`config.mk`:
```
export PLATFORM = sky130hd
export DESIGN_NAME = spi_reg_bank_flat
export DESIGN_NICKNAME = d
export VERILOG_FILES = /design/src/rtl/spi_pkg.sv /design/src/rtl/spi_reg_bank_if.sv /design/src/rtl/spi_sync_edge.sv /design/src/rtl/spi_reg_bank.sv /design/src/flat_wrapper.sv
export SDC_FILE = /design/constraint.sdc
export NUM_CORES = 1
export LEC_CHECK = 0
export BUFFER_PORTS_ARGS = -buffer_cell sky130_fd_sc_hd__buf_2
export CAP_MARGIN = 5
export CORE_ASPECT_RATIO = 0.8
export CORE_UTILIZATION = 61
export DETAILED_ROUTE_END_ITERATION = 10
export GPL_ROUTABILITY_DRIVEN = 0
export HOLD_SLACK_MARGIN = 0.15
export PLACE_DENSITY = 0.84
export SYNTH_ARGS = -nofsm -noshare
export SYNTH_HDL_FRONTEND = slang
export SYNTH_SLANG_ARGS = --single-unit
```
`constraint.sdc`:
```
create_clock -name clk -period 4.58 [get_ports clk]
set_input_delay 0.687 -clock clk [delete_from_list [all_inputs] [get_ports clk]]
set_output_delay 0.687 -clock clk [all_outputs]
set_load 0.005 [all_outputs]
```
`src/rtl/spi_pkg.sv`:
```
// Shared types and helpers for the SPI register bank: FSM states, R/W flag
// encoding and frame-length arithmetic.
package spi_pkg;

    typedef enum logic [2:0] {
        IDLE,
        CMD,
        ADDR,
        DATA,
        DONE
    } state_e;

    localparam logic RW_WRITE = 1'b1;
    localparam logic RW_READ  = 1'b0;

    function automatic int unsigned frame_width(input int unsigned addr_w,
                                                input int unsigned data_w);
        return 1 + addr_w + data_w;
    endfunction

endpackage

```
`src/rtl/spi_reg_bank_if.sv`:
```
// SPI pin bundle between an external controller and the register bank.
interface spi_reg_bank_if;

    logic sclk;
    logic ncs;
    logic copi;
    logic cipo;
    logic cipo_oe;

    modport master (
        output sclk,
        output ncs,
        output copi,
        input  cipo,
        input  cipo_oe
    );

    modport slave (
        input  sclk,
        input  ncs,
        input  copi,
        output cipo,
        output cipo_oe
    );

endinterface

```
`src/rtl/spi_sync_edge.sv`:
```
// Two-flop synchronizer plus history flop; edges come from stage 2 vs history.
module spi_sync_edge (
    input  logic clk,
    input  logic rst,
    input  logic i_async,
    output logic o_sync,
    output logic o_rise_c,
    output logic o_fall_c
);

    logic r_s1;
    logic r_s2;
    logic r_hist;

    always_ff @(posedge clk or posedge rst) begin
        if (rst) begin
            r_s1   <= 1'b0;
            r_s2   <= 1'b0;
            r_hist <= 1'b0;
        end else begin
            r_s1   <= i_async;
            r_s2   <= r_s1;
            r_hist <= r_s2;
        end
    end

    assign o_sync   = r_s2;
    assign o_rise_c = r_s2 & ~r_hist;
    assign o_fall_c = ~r_s2 & r_hist;

endmodule

```
`src/rtl/spi_reg_bank.sv`:
```
// SPI mode-0 peripheral with a readable/writable register bank, commit strobe
// and framing-error pulse.
module spi_reg_bank
    import spi_pkg::*;
#(
    parameter int unsigned NUM_REGS = 5,
    parameter int unsigned ADDR_W   = 7,
    parameter int unsigned DATA_W   = 8
) (
    input  logic                       clk,
    input  logic                       rst,
    spi_reg_bank_if.slave              spi,
    output logic [NUM_REGS*DATA_W-1:0] regs_flat,
    output logic                       wr_strobe,
    output logic [ADDR_W-1:0]          wr_addr,
    output logic                       frame_err
);

    localparam int unsigned FRAME_W = frame_width(ADDR_W, DATA_W);
    localparam int unsigned MAX_W   = (ADDR_W > DATA_W) ? ADDR_W : DATA_W;
    localparam int unsigned CNT_W   = $clog2(MAX_W + 1);

    logic w_sclk_sync, w_sclk_rise, w_sclk_fall;
    logic w_ncs_sync,  w_ncs_rise,  w_ncs_fall;
    logic w_copi_sync, w_copi_rise, w_copi_fall;
    logic w_unused;

    spi_sync_edge u_sync_sclk (.clk(clk), .rst(rst), .i_async(spi.sclk),
        .o_sync(w_sclk_sync), .o_rise_c(w_sclk_rise), .o_fall_c(w_sclk_fall));
    spi_sync_edge u_sync_ncs  (.clk(clk), .rst(rst), .i_async(spi.ncs),
        .o_sync(w_ncs_sync),  .o_rise_c(w_ncs_rise),  .o_fall_c(w_ncs_fall));
    spi_sync_edge u_sync_copi (.clk(clk), .rst(rst), .i_async(spi.copi),
        .o_sync(w_copi_sync), .o_rise_c(w_copi_rise), .o_fall_c(w_copi_fall));

    assign w_unused = ^{w_sclk_sync, w_copi_rise, w_copi_fall};

    state_e                     r_state, w_state_nxt;
    logic [CNT_W-1:0]           r_cnt, w_cnt_nxt;
    logic [FRAME_W-1:0]         r_shift_in, w_shift_in_nxt, w_shift_in_sh;
    logic [DATA_W-1:0]          r_shift_out, w_shift_out_nxt;
    logic [NUM_REGS*DATA_W-1:0] r_regs;
    logic                       r_cipo, r_cipo_oe, r_wr_strobe, r_frame_err;
    logic [ADDR_W-1:0]          r_wr_addr;
    logic                       w_commit, w_err, w_cipo_nxt;
    logic                       w_frame_wr, w_addr_ok;
    logic [ADDR_W-1:0]          w_frame_addr, w_rd_addr;
    logic [DATA_W-1:0]          w_frame_data, w_rd_data;

    // Completed-frame fields, valid once the FSM reaches DONE
    assign w_frame_wr    = r_shift_in[FRAME_W-1];
    assign w_frame_addr  = r_shift_in[DATA_W +: ADDR_W];
    assign w_frame_data  = r_shift_in[DATA_W-1:0];
    assign w_addr_ok     = 32'(w_frame_addr) < NUM_REGS;
    assign w_shift_in_sh = {r_shift_in[FRAME_W-2:0], w_copi_sync};
    assign w_rd_addr     = w_shift_in_sh[ADDR_W-1:0];

    // Read lookup; unmatched (out-of-range) addresses return zero
    always_comb begin
        w_rd_data = '0;
        for (int i = 0; i < NUM_REGS; i++) begin
            if (w_rd_addr == ADDR_W'(i)) begin
                w_rd_data = r_regs[i*DATA_W +: DATA_W];
            end
        end
    end

    always_ff @(posedge clk or posedge rst) begin
        if (rst) begin
            r_state <= IDLE;
        end else begin
            r_state <= w_state_nxt;
        end
    end

    always_comb begin
        w_state_nxt     = r_state;
        w_cnt_nxt       = r_cnt;
        w_shift_in_nxt  = r_shift_in;
        w_shift_out_nxt = r_shift_out;
        w_commit        = 1'b0;
        w_err           = 1'b0;
        if (w_ncs_fall) begin
            w_state_nxt     = CMD;
            w_cnt_nxt       = '0;
            w_shift_in_nxt  = '0;
            w_shift_out_nxt = '0;
        end else if (w_ncs_rise) begin
            if (r_state != IDLE) begin
                w_state_nxt = IDLE;
                w_err       = (r_state != DONE) || !w_addr_ok;
                w_commit    = (r_state == DONE) && (w_frame_wr == RW_WRITE) && w_addr_ok;
            end
        end else begin
            if (w_sclk_rise && (r_state == CMD || r_state == ADDR || r_state == DATA)) begin
                w_shift_in_nxt = w_shift_in_sh;
            end
            case (r_state)
                CMD: begin
                    if (w_sclk_rise) begin
                        w_state_nxt = ADDR;
                        w_cnt_nxt   = '0;
                    end
                end
                ADDR: begin
                    if (w_sclk_rise) begin
                        if (r_cnt == CNT_W'(ADDR_W - 1)) begin
                            w_state_nxt     = DATA;
                            w_cnt_nxt       = '0;
                            w_shift_out_nxt = w_rd_data;
                        end else begin
                            w_cnt_nxt = r_cnt + CNT_W'(1);
                        end
                    end
                end
                DATA: begin
                    // The fall trailing the last address bit must not shift out the MSB
                    if (w_sclk_rise) begin
                        if (r_cnt == CNT_W'(DATA_W - 1)) begin
                            w_state_nxt = DONE;
                            w_cnt_nxt   = '0;
                        end else begin
                            w_cnt_nxt = r_cnt + CNT_W'(1);
                        end
                    end else if (w_sclk_fall && r_cnt != '0) begin
                        w_shift_out_nxt = {r_shift_out[DATA_W-2:0], 1'b0};
                    end
                end
                default: ;
            endcase
        end
        w_cipo_nxt = (w_state_nxt == DATA) ? w_shift_out_nxt[DATA_W-1] : 1'b0;
    end

    always_ff @(posedge clk or posedge rst) begin
        if (rst) begin
            r_cnt       <= '0;
            r_shift_in  <= '0;
            r_shift_out <= '0;
            r_regs      <= '0;
            r_cipo      <= 1'b0;
            r_cipo_oe   <= 1'b0;
            r_wr_strobe <= 1'b0;
            r_wr_addr   <= '0;
            r_frame_err <= 1'b0;
        end else begin
            r_cnt       <= w_cnt_nxt;
            r_shift_in  <= w_shift_in_nxt;
            r_shift_out <= w_shift_out_nxt;
            r_cipo      <= w_cipo_nxt;
            r_cipo_oe   <= ~w_ncs_sync;
            r_wr_strobe <= w_commit;
            r_frame_err <= w_err;
            if (w_commit) begin
                r_wr_addr <= w_frame_addr;
            end
            for (int i = 0; i < NUM_REGS; i++) begin
                if (w_commit && w_frame_addr == ADDR_W'(i)) begin
                    r_regs[i*DATA_W +: DATA_W] <= w_frame_data;
                end
            end
        end
    end

    assign spi.cipo    = r_cipo;
    assign spi.cipo_oe = r_cipo_oe;
    assign regs_flat   = r_regs;
    assign wr_strobe   = r_wr_strobe;
    assign wr_addr     = r_wr_addr;
    assign frame_err   = r_frame_err;

endmodule

```
`src/flat_wrapper.sv`:
```
// flat-port wrapper written by rule: the top's interface ports become plain ports
module spi_reg_bank_flat import spi_pkg::*;
#(
    parameter int unsigned NUM_REGS = 5,
    parameter int unsigned ADDR_W   = 7,
    parameter int unsigned DATA_W   = 8
)
  (clk, rst, regs_flat, wr_strobe, wr_addr, frame_err, spi_sclk, spi_ncs, spi_copi, spi_cipo, spi_cipo_oe);
  spi_reg_bank_if spi_i ();
  input  logic clk;
  input  logic rst;
  output logic [NUM_REGS*DATA_W-1:0] regs_flat;
  output logic wr_strobe;
  output logic [ADDR_W-1:0] wr_addr;
  output logic frame_err;
  input wire logic [$bits(spi_i.sclk)-1:0] spi_sclk;
  input wire logic [$bits(spi_i.ncs)-1:0] spi_ncs;
  input wire logic [$bits(spi_i.copi)-1:0] spi_copi;
  output wire logic [$bits(spi_i.cipo)-1:0] spi_cipo;
  output wire logic [$bits(spi_i.cipo_oe)-1:0] spi_cipo_oe;
  assign spi_i.sclk = spi_sclk;
  assign spi_i.ncs = spi_ncs;
  assign spi_i.copi = spi_copi;
  assign spi_cipo = spi_i.cipo;
  assign spi_cipo_oe = spi_i.cipo_oe;
  spi_reg_bank #(.NUM_REGS(NUM_REGS), .ADDR_W(ADDR_W), .DATA_W(DATA_W)) u_core (.clk(clk), .rst(rst), .spi(spi_i), .regs_flat(regs_flat), .wr_strobe(wr_strobe), .wr_addr(wr_addr), .frame_err(frame_err));
endmodule
```
==> metrics.txt <==
Post-synth ARST share 1.00; Worst Max-Slew Pin Slew 1.08 ns; total power 1.38 mW; Seq cells post-synth 90; GRT overflow 0; clock root cell clkbuf_8; Sink Count 90; Rel. slew slack 0.277; cell area after placement 0.00439 mm^2; Die Area 0.00699 mm^2; Worst Min Path Start u_core.u_sync_sclk.r_s1$_DFF_PP0_; met1 Resource Use GR 0.374; Die H 75.0 um; most common cell after layout, fill and taps aside dfrtp_1; Resize count post-CTS 0; Setup crit start kind register; min-delay worst type reg2reg; Simple-Gate Fraction of Synth Area 0.150; vias per inst 5.95; Die W 93.2 um; Hold Buf Count CTS 0; GR Layer Usage met2 0.408; post-synthesis adder-cell area fraction 0.0142; Max Clock Freq 426 MHz; CTS tree yes; number of buffers added for setup after CTS 0; RR Startpoint u_core.r_state[2]$_DFF_PP0_; Most used DFF post-synth dfrtp_1; Hold Violations, Final 0; Mapped Area 0.00406 mm^2; final wirelength 8720 um; number of CTS-inserted buffers 9; fin crit period 2.35 ns; I/O pin count 56; main combinational cell family by area after synthesis multiplexers; reg2reg end u_core.r_cnt[3]$_DFFE_PP0P_; FF-to-FF path depth 4; synth unique cells 57; layout cells sized above 1 0.235; # diodes 0; H-tree depth 3; RSZ-0062 raised after global routing no; 1st-iter DRT viols 167; commonest non-fill, non-tap cells in the layout dfrtp_1, buf_2, nand2_1; core area 0.00641 mm^2; DRT Pass-1 Iters 4; Area Overhead vs Synth 12.3%; Initial Utilization 0.634; CP required 4.86 ns; post-synthesis mux area share 0.160; Lkg Pwr 2.34 nW; EDFF count, synth 0; Post-Synth XOR/XNOR Area 0; first-pass GRT wire length 13600 um; maxcap violations 0; Rows 26; Setup CP Type reg2reg; Max clock buf depth 2; DRC viols 0; met3 Use GR 0.0707; fillers 469; pin count of the biggest net entering global routing 56; hold path depth 0; Arr. time, crit path 2.63 ns; pwr/cell area 303 mW/mm^2; Final ANT Viol Nets 0; Synth Area in Compound Gates 0.0888; port buffer count 55; Vias 2909; Post-Syn Nets 360; initial antenna violation count 0; Final Cycle Share 0.513; crit-path max FO 22; endpoints failing setup 0; reg2reg setup slack 2.23 ns; max-slew violations 0; clock skew 0.00685 ns; Post-Syn Instances 352; Final #Nets 410; Warnings, synthesis 0; Total GRT Usage 0.263; status complete, no violations; fin area 0.00456 mm^2; clock latency reported for the late side of the worst-skew pair 0.35 ns; GR peak layer met2; Final TNS setup 0 ns; WL/cell 17.8 um; crit end category register; CTS clk-pin slew, worst paths 0.08 ns; sequential share of the synthesized area 0.555; Hold Crit Endpoint u_core.u_sync_sclk.o_sync$_DFF_PP0_; Synth Area per Inst 11.5 um^2; vias in the first global route 2642; Post-DP HPWL 6030 um; peak supply drop 185 uV
## flip-flops by register name, indices dropped and copies added (netlist names)
| name | cells |
|---|---|
| u_core.wr_strobe | 1 |
| u_core.r_shift_out | 8 |
| u_core.r_state | 3 |
| u_core.u_sync_sclk.r_hist | 1 |
| u_core.u_sync_sclk.r_s1 | 1 |
| u_core.u_sync_copi.r_s1 | 1 |
| u_core.u_sync_sclk.o_sync | 1 |
| u_core.regs_flat | 40 |
| u_core.r_shift_in | 16 |
| u_core.frame_err | 1 |
| u_core.wr_addr | 7 |
| u_core.u_sync_ncs.o_sync | 1 |
| u_core.r_cnt | 4 |
| u_core.spi.cipo_oe | 1 |
| u_core.u_sync_ncs.r_hist | 1 |
| u_core.u_sync_ncs.r_s1 | 1 |
| u_core.u_sync_copi.o_sync | 1 |
| u_core.spi.cipo | 1 |
## cells by family (layout without fill, tap and decap cells)
| family | count (synthesis) | in the layout |
|---|---|---|
| adders and majority gates | 5 | 5 |
| and+or+nand+nor | 115 | 115 |
| DFF | 90 | 90 |
| buffers and inverters | 34 | 87 |
| AOI/OAI and AO/OA | 56 | 56 |
| muxes | 52 | 52 |
## cell usage after synthesis, types with 2 or more instances
master	count	area, um^2
ha_1	3	37.5
maj3_1	2	20.0
buf_2	2	10.0
nor2_1	17	63.8
and2_1	6	37.5
a21oi_1	22	110
mux4_2	6	135
mux2i_1	3	30.0
a21o_1	4	30.0
nor4_1	3	18.8
mux2_2	10	113
o21ai_0	5	25.0
nor3_1	7	35.0
o22ai_1	6	37.5
mux2_1	33	372
a22o_1	5	43.8
clkbuf_1	16	60.1
nor2b_1	3	18.8
nor3b_1	2	15.0
nand3b_1	2	15.0
or2_1	2	12.5
nand2b_1	6	37.5
clkinv_1	2	7.51
inv_1	13	48.8
dfrtp_1	90	2250
nand4_1	3	18.8
o21ai_1	3	15.0
nand2_1	46	173
nand3b_2	2	22.5
## worst max-delay path by stage
stage	startpoint	endpoint	cells after the start
floorplan	rst	u_core.frame_err$_DFF_PP0_	1
global placement	u_core.r_state[2]$_DFF_PP0_	u_core.r_cnt[3]$_DFFE_PP0P_	4
detailed placement	u_core.r_state[2]$_DFF_PP0_	u_core.r_cnt[3]$_DFFE_PP0P_	4
CTS	u_core.r_state[2]$_DFF_PP0_	u_core.r_cnt[3]$_DFFE_PP0P_	4
global route	u_core.r_state[2]$_DFF_PP0_	u_core.r_cnt[3]$_DFFE_PP0P_	4
finish	u_core.r_state[2]$_DFF_PP0_	u_core.r_cnt[3]$_DFFE_PP0P_	4
## worst max-delay path, stage by stage, from the launching register on
cell and delay (ns):
dfrtp_1 0.47, or3b_4 0.43, or3_1 0.62, or4_1 0.60, a21oi_1 0.15
## stage by stage
| stage | hold slack, ns | setup slack, ns | utilization | cells |
|---|---|---|---|---|
| 2_1_floorplan | 0.331 | 1.56 | - | 352 |
| 5_1_grt | 0.380 | 2.09 | 0.712 | 489 |
| 3_3_place_gp | 0.340 | 2.31 | 0.684 | 475 |
| 3_5_place_dp | 0.335 | 2.26 | 0.684 | 475 |
| 6_report | 0.367 | 2.23 | 0.712 | 489 |
| 4_1_cts | 0.373 | 2.25 | 0.712 | 489 |
## cell type report
type | instances | area [um^2] | area share
sequential | 90 | 2250 | 0.494
multi-input combinational | 228 | 1680 | 0.368
timing repair buffer | 57 | 290 | 0.0636
clock buffer | 11 | 131 | 0.0288
tap | 84 | 105 | 0.0230
inverter | 16 | 61.3 | 0.0134
clock inverter | 3 | 42.5 | 0.00933
## metal layers
metal	share of wire	wire length, um
met1	0.45	3890
met2	0.48	4200
met3	0.060	522
met4	0.013	110
met5	0	0
## power by group
part,switching [mW],leakage [nW],internal [mW]
sequential,0.0185,1.23,0.802
combinational,0.0410,1.02,0.0195
clock,0.257,0.0853,0.246
total,0.316,2.34,1.07
(Power assumes the default switching activity.)
